## src/rtl/trig_seq.sv

```systemverilog
// trig_seq: multi-stage sequential trigger; each stage has a mask/pattern match and an occurrence count.
// Latency: a completing sample is registered at edge k and trig pulses for the cycle after edge k+1 (+ delay).
// No backpressure: data is sampled every cycle; config writes outside IDLE or out of range are dropped and flagged on cfg_err.
module trig_seq #(
  parameter int WIDTH  = 32,
  parameter int STAGES = 4,
  parameter int CNT_W  = 16,
  localparam int SW    = (STAGES > 1) ? $clog2(STAGES) : 1,
  localparam int AW    = $clog2(STAGES) + 2
) (
  input  logic             clock,
  input  logic             reset,
  input  logic [WIDTH-1:0] data,
  input  logic             arm,
  input  logic             cfg_we,
  input  logic [AW-1:0]    cfg_addr,
  input  logic [WIDTH-1:0] cfg_data,
  output logic             trig,
  output logic             done,
  output logic [SW-1:0]    stage,
  output logic             cfg_err
);

  typedef enum logic [1:0] {
    IDLE  = 2'd0,
    RUN   = 2'd1,
    DELAY = 2'd2,
    FIRED = 2'd3
  } state_t;

  state_t           state_q, state_d;
  logic [SW-1:0]    stage_q, stage_d;
  logic [CNT_W-1:0] occ_q, occ_d;
  logic [CNT_W-1:0] dcnt_q, dcnt_d;
  logic             trig_q, trig_d;
  logic [WIDTH-1:0] data_q;

  // Per-stage configuration; stage 0 also owns the post-trigger delay.
  logic [WIDTH-1:0] mask_r    [STAGES];
  logic [WIDTH-1:0] pattern_r [STAGES];
  logic [CNT_W-1:0] count_r   [STAGES];
  logic [CNT_W-1:0] delay_r;

  // Config address decode: {stage index, field}.
  logic [SW-1:0]    cfg_idx;
  logic [1:0]       cfg_field;
  logic [CNT_W-1:0] cfg_cnt;
  logic             idx_ok;
  logic             cfg_ok;

  assign cfg_field = cfg_addr[1:0];
  assign cfg_cnt   = CNT_W'(cfg_data);

  generate
    if (STAGES > 1) begin : g_idx
      assign cfg_idx = cfg_addr[AW-1:2];
    end else begin : g_idx_one
      assign cfg_idx = '0;
    end
  endgenerate

  assign idx_ok = (32'(cfg_idx) < STAGES);
  assign cfg_ok = (state_q == IDLE) && idx_ok;

  // Configuration storage; writes land only while idle and in range, rejects pulse cfg_err next cycle.
  always_ff @(posedge clock or posedge reset) begin
    if (reset) begin
      for (int i = 0; i < STAGES; i++) begin
        mask_r[i]    <= '0;
        pattern_r[i] <= '0;
        count_r[i]   <= CNT_W'(1);
      end
      delay_r <= '0;
      cfg_err <= 1'b0;
    end else begin
      cfg_err <= cfg_we && !cfg_ok;
      if (cfg_we && cfg_ok) begin
        case (cfg_field)
          2'd0:    mask_r[cfg_idx]    <= cfg_data;
          2'd1:    pattern_r[cfg_idx] <= cfg_data;
          2'd2:    count_r[cfg_idx]   <= cfg_cnt;
          default: if (cfg_idx == '0) delay_r <= cfg_cnt;
        endcase
      end
    end
  end

  // Current-stage compare against the registered sample; mask bit 0 means don't-care.
  logic [WIDTH-1:0] cur_mask;
  logic [WIDTH-1:0] cur_pat;
  logic [CNT_W-1:0] cnt_eff;
  logic             stage_match;
  logic             occ_done;
  logic             dcnt_done;
  logic             last_stage;

  assign cur_mask    = mask_r[stage_q];
  assign cur_pat     = pattern_r[stage_q];
  assign cnt_eff     = (count_r[stage_q] == '0) ? CNT_W'(1) : count_r[stage_q];
  assign stage_match = ((data_q & cur_mask) == (cur_pat & cur_mask));
  assign occ_done    = ((CNT_W+1)'(occ_q) + 1'b1) >= (CNT_W+1)'(cnt_eff);
  assign dcnt_done   = ((CNT_W+1)'(dcnt_q) + 1'b1) >= (CNT_W+1)'(delay_r);
  assign last_stage  = (stage_q == SW'(STAGES - 1));

  // Probe sampling, independent of the sequencer state.
  always_ff @(posedge clock or posedge reset) begin
    if (reset) data_q <= '0;
    else       data_q <= data;
  end

  // Sequencer state register.
  always_ff @(posedge clock or posedge reset) begin
    if (reset) begin
      state_q <= IDLE;
      stage_q <= '0;
      occ_q   <= '0;
      dcnt_q  <= '0;
      trig_q  <= 1'b0;
    end else begin
      state_q <= state_d;
      stage_q <= stage_d;
      occ_q   <= occ_d;
      dcnt_q  <= dcnt_d;
      trig_q  <= trig_d;
    end
  end

  // Next-state logic; dropping arm always wins and never fires.
  always_comb begin
    state_d = state_q;
    stage_d = stage_q;
    occ_d   = occ_q;
    dcnt_d  = dcnt_q;
    trig_d  = 1'b0;
    if (!arm) begin
      state_d = IDLE;
      stage_d = '0;
      occ_d   = '0;
      dcnt_d  = '0;
    end else begin
      case (state_q)
        IDLE: begin
          stage_d = '0;
          occ_d   = '0;
          dcnt_d  = '0;
          state_d = RUN;
        end
        RUN: begin
          if (stage_match) begin
            if (occ_done) begin
              occ_d = '0;
              if (last_stage) begin
                if (delay_r == '0) begin
                  state_d = FIRED;
                  trig_d  = 1'b1;
                end else begin
                  state_d = DELAY;
                  dcnt_d  = '0;
                end
              end else begin
                stage_d = stage_q + 1'b1;
              end
            end else if (occ_q != '1) begin
              occ_d = occ_q + 1'b1;
            end
          end
        end
        DELAY: begin
          if (dcnt_done) begin
            state_d = FIRED;
            trig_d  = 1'b1;
          end else if (dcnt_q != '1) begin
            dcnt_d = dcnt_q + 1'b1;
          end
        end
        default: begin
          state_d = FIRED;
        end
      endcase
    end
  end

  assign trig  = trig_q;
  assign done  = (state_q == FIRED);
  assign stage = stage_q;

endmodule

```

## config.mk

```make
export PLATFORM = sky130hd
export DESIGN_NAME = trig_seq
export DESIGN_NICKNAME = d
export VERILOG_FILES = /design/src/rtl/trig_seq.sv
export SDC_FILE = /design/constraint.sdc
export NUM_CORES = 1
export LEC_CHECK = 0
export ABC_AREA = 1
export BUFFER_PORTS_ARGS = -buffer_cell sky130_fd_sc_hd__buf_2
export CAP_MARGIN = 5
export CELL_PAD_IN_SITES_DETAIL_PLACEMENT = 0
export CELL_PAD_IN_SITES_GLOBAL_PLACEMENT = 1
export CORE_ASPECT_RATIO = 1.25
export CORE_MARGIN = 2
export CORE_UTILIZATION = 35
export DETAILED_ROUTE_END_ITERATION = 12
export MAX_ROUTING_LAYER = met4
export PLACE_DENSITY_LB_ADDON = 0.3
export SYNTH_ARGS = -nofsm -noshare
export SYNTH_HDL_FRONTEND = slang
export SYNTH_SLANG_ARGS = --single-unit
```

## constraint.sdc

```tcl
create_clock -name clock -period 33 [get_ports clock]
set_clock_uncertainty 0.05 [all_clocks]
set_input_delay 1.65 -clock clock [delete_from_list [all_inputs] [get_ports clock]]
set_output_delay 1.65 -clock clock [all_outputs]
set_load 0.1 [all_outputs]
```

==> impl_metrics.env <==
export IMPL_grt_pass1_vias=15300
export IMPL_synth_seq_cells=406
export IMPL_synthTopCellsByCount="nand2_1, dfrtp_1, o21ai_0"
export IMPL_cts_resized=0
export IMPL_io_buffers=76
export IMPL_end_kind="flop"
export IMPL_netlist_instances=2462
export IMPL_status="finished, final reports clean"
export IMPL_utilization_pct=39.6
export IMPL_finalWeightedCongestion=0.828
export IMPL_fin_setup_tns_ns=0
export IMPL_drtIter0Drc=1154
export IMPL_drc_errors=0
export IMPL_root_buffer="clkbuf_16"
export IMPL_ctsHtreeMaxLevel=2
export IMPL_post_cts_setup_buffer_count=0
export IMPL_postRouteAntennaNets=0
export IMPL_cts_buffers=44
export IMPL_leakage_nw=11.0
export IMPL_nets=2584
export IMPL_period_needed_ns=5.27
export IMPL_period_share_pct=16.0
export IMPL_synth_avg_cell_area_um2=7.89
export IMPL_clock_path_buffers=3
export IMPL_fmax_mhz=190
export IMPL_num_rows=96
export IMPL_antenna_cells=0
export IMPL_seq_area_mm2=0.0102
export IMPL_fp_coreArea_mm2=0.0549
export IMPL_dr_pass1_iters=5
export IMPL_grt_total_usage_pct=19.8
export IMPL_final_cells=3241
export IMPL_hold_buffers=0
export IMPL_internal_power_w=0.00119
export IMPL_cts_tree="built"
export IMPL_synthArstFlopShare_pct=100
export IMPL_setup_viol=0
export IMPL_yosys_top_cells_area="dfrtp_1, nand2_1, o21ai_0, nand3_1, inv_1"
export IMPL_die_y_um=267
export IMPL_p_comb_share_pct=29.7
export IMPL_grt_antenna_before_repair=0
export IMPL_num_fill_cells=5735
export IMPL_routed_wl_um=54500
export IMPL_rsz0062_at_grt="no"
export IMPL_pwr_share_clk_pct=26.9
export IMPL_tightest_slew_ns=1.08
export IMPL_hold_ws_ns=0.432
export IMPL_power_net_switching_w=0.000670
export IMPL_critical_path_peak_fanout=60
export IMPL_num_vias=15900
export IMPL_crit_path_start_kind="flop"
export IMPL_via_per_inst=4.92
export IMPL_grt_start_max_net_pins=132
export IMPL_yosysMostFrequentCell="nand2_1"
export IMPL_yosys_warnings=0
export IMPL_syn_area_mm2=0.0194
export IMPL_multi_input_area_mm2=0.00816
export IMPL_cts_sink_count=406
export IMPL_drv_slew=0
export IMPL_vdd_drop_max_uv=38.3
export IMPL_power_density_mw_per_mm2=85.4
export IMPL_drive_gt1_share_pct=7.38
export IMPL_synth_main_ff_cell="dfrtp_1"
export IMPL_ys_seq_area_share_pct=52.3
export IMPL_synth_edf_count=0
export IMPL_hp_class="flop to flop"
export IMPL_netlist_area_leader_share_pct=51.8
export IMPL_yosysUniqueCellTypes=38
export IMPL_yosysTopAreaCell="dfrtp_1"
export IMPL_cts_clk_slew_worst_paths_ns=0.06
export IMPL_grt_overflow_total=0
export IMPL_grt_pass1_wl_um=87000
export IMPL_crit_arrival_ns=5.72
export IMPL_initial_core_util_pct=35.4
export IMPL_critPathKind="flop to flop"
export IMPL_io_pins=77
export IMPL_dp_cells=3162
export IMPL_worstPathRequired_ns=33.45
export IMPL_synth_fp_nets=2573
export IMPL_drv_cap=0
export IMPL_clk_latency_ns=0.57
export IMPL_syn_to_final_growth_pct=12.0
export IMPL_seq_power_share_pct=43.4
export IMPL_hold_viol_final=0
export IMPL_power_w=0.00186
export IMPL_slew_headroom_pct=27.8
export IMPL_wl_per_cell_um=16.8
export IMPL_die_w_um=215
export IMPL_dp_hpwl_um=34900
export IMPL_design_die_area_mm2=0.0574
export IMPL_switching_share_pct=36.1
-- worst paths after layout --
path                            startpoint          to  slack [ns]  cells past startpoint
worst max-delay path              stage[0]  dcnt_q[12]       27.73                     19
worst min-delay path            delay_r[9]  delay_r[9]        0.43                      2
worst max register to register    stage[0]  dcnt_q[12]       27.73                     19
worst min register to register  delay_r[9]  delay_r[9]        0.43                      2
max in group asynchronous            reset   data_q[7]       30.07                      3
min in group asynchronous            reset  mask_r[43]        1.15                      2
-- placed cells by master, fill, tap and decap left out, drive strengths merged, types with 11 or more instances in the layout --
| master | count |
|---|---|
| nor3 | 12 |
| inv | 146 |
| nand3 | 132 |
| a21oi | 25 |
| xor2 | 25 |
| a32o | 11 |
| clkbuf | 64 |
| ha | 39 |
| nor2 | 85 |
| buf | 93 |
| nand2 | 1013 |
| nand4 | 36 |
| o21ai | 376 |
| dfrtp | 402 |
| clkinv | 12 |
-- layer usage --
layer  part of all wire, %  vias to the layer above  track usage [%]
met3                   3.8                       80             2.74
met2                    48                      297             32.4
li1                      -                     7955                -
met4                   2.6                        0             5.80
met5                     0                        -                -
met1                    46                     7617             25.8
-- layout make-up --
type / instances / share of cell area [%]
tap: 735 / 4.23
multi-input combinational: 1781 / 37.5
clock buffer: 64 / 5.77
timing repair buffer: 93 / 2.33
clock inverter: 15 / 0.874
inverter: 147 / 2.58
sequential: 406 / 46.7
-- state kept, by name, summed over array words and instances, names as in the netlist --
register	count
trig	1
pattern_r	128
cfg_err	1
dcnt_q	16
data_q	32
delay_r	16
mask_r	128
count_r	64
occ_q	16
stage	2
state_q	2
-- worst max-delay path, cell delays in order (launching register included) --
cell and delay [ns]:
dfrtp_4 0.90, buf_4 0.59, buf_4 0.65, o21ai_0 0.20, o22a_1 0.26, nand4_1 0.11
or2_0 0.13, o31ai_1 0.07, ha_1 0.28, inv_1 0.05, nor2_1 0.04, nand4_1 0.08
nand2_1 0.05, nand2_1 0.06, nand2_1 0.06, nor2_2 0.63, o21ai_2 0.40, nand3_4 0.32
nand2_1 0.09, nand2_1 0.08
-- through the flow --
step | cell area (um^2) | setup slack (ns)
6_report | 21800 | 27.73
5_1_grt | 21800 | 27.35
4_1_cts | 21800 | 27.75
3_5_place_dp | 20300 | 27.79
3_3_place_gp | 20300 | 27.88
2_1_floorplan | 19400 | 20.01
-- kinds of logic (layout without fill, tap and decap cells) --
logic type / count (synthesis) / after routing / synth area share (%)
AND/OR/NAND/NOR: 1292 / 1292 / 26.7
AO/OA/AOI/OAI: 422 / 422 / 11.3
flip-flops: 406 / 406 / 52.3
buffers and inverters: 275 / 319 / 5.85
adder cells (fa/ha/maj): 39 / 39 / 2.51
XOR/XNOR: 28 / 28 / 1.26
-- power by group through the flow --
| stage | sequential [W] | clock (W) | combinational [W] |
|---|---|---|---|
| 2_1_floorplan | 0.000787 | 0 | 0.000427 |
| 3_3_place_gp | 0.000811 | 0 | 0.000542 |
| 3_5_place_dp | 0.000813 | 0 | 0.000558 |
| 4_1_cts | 0.000807 | 0.000514 | 0.000560 |
| 5_1_grt | 0.000834 | 0.000534 | 0.000644 |
| 6_report | 0.000807 | 0.000500 | 0.000552 |
Power figures use the tool's default switching activity.
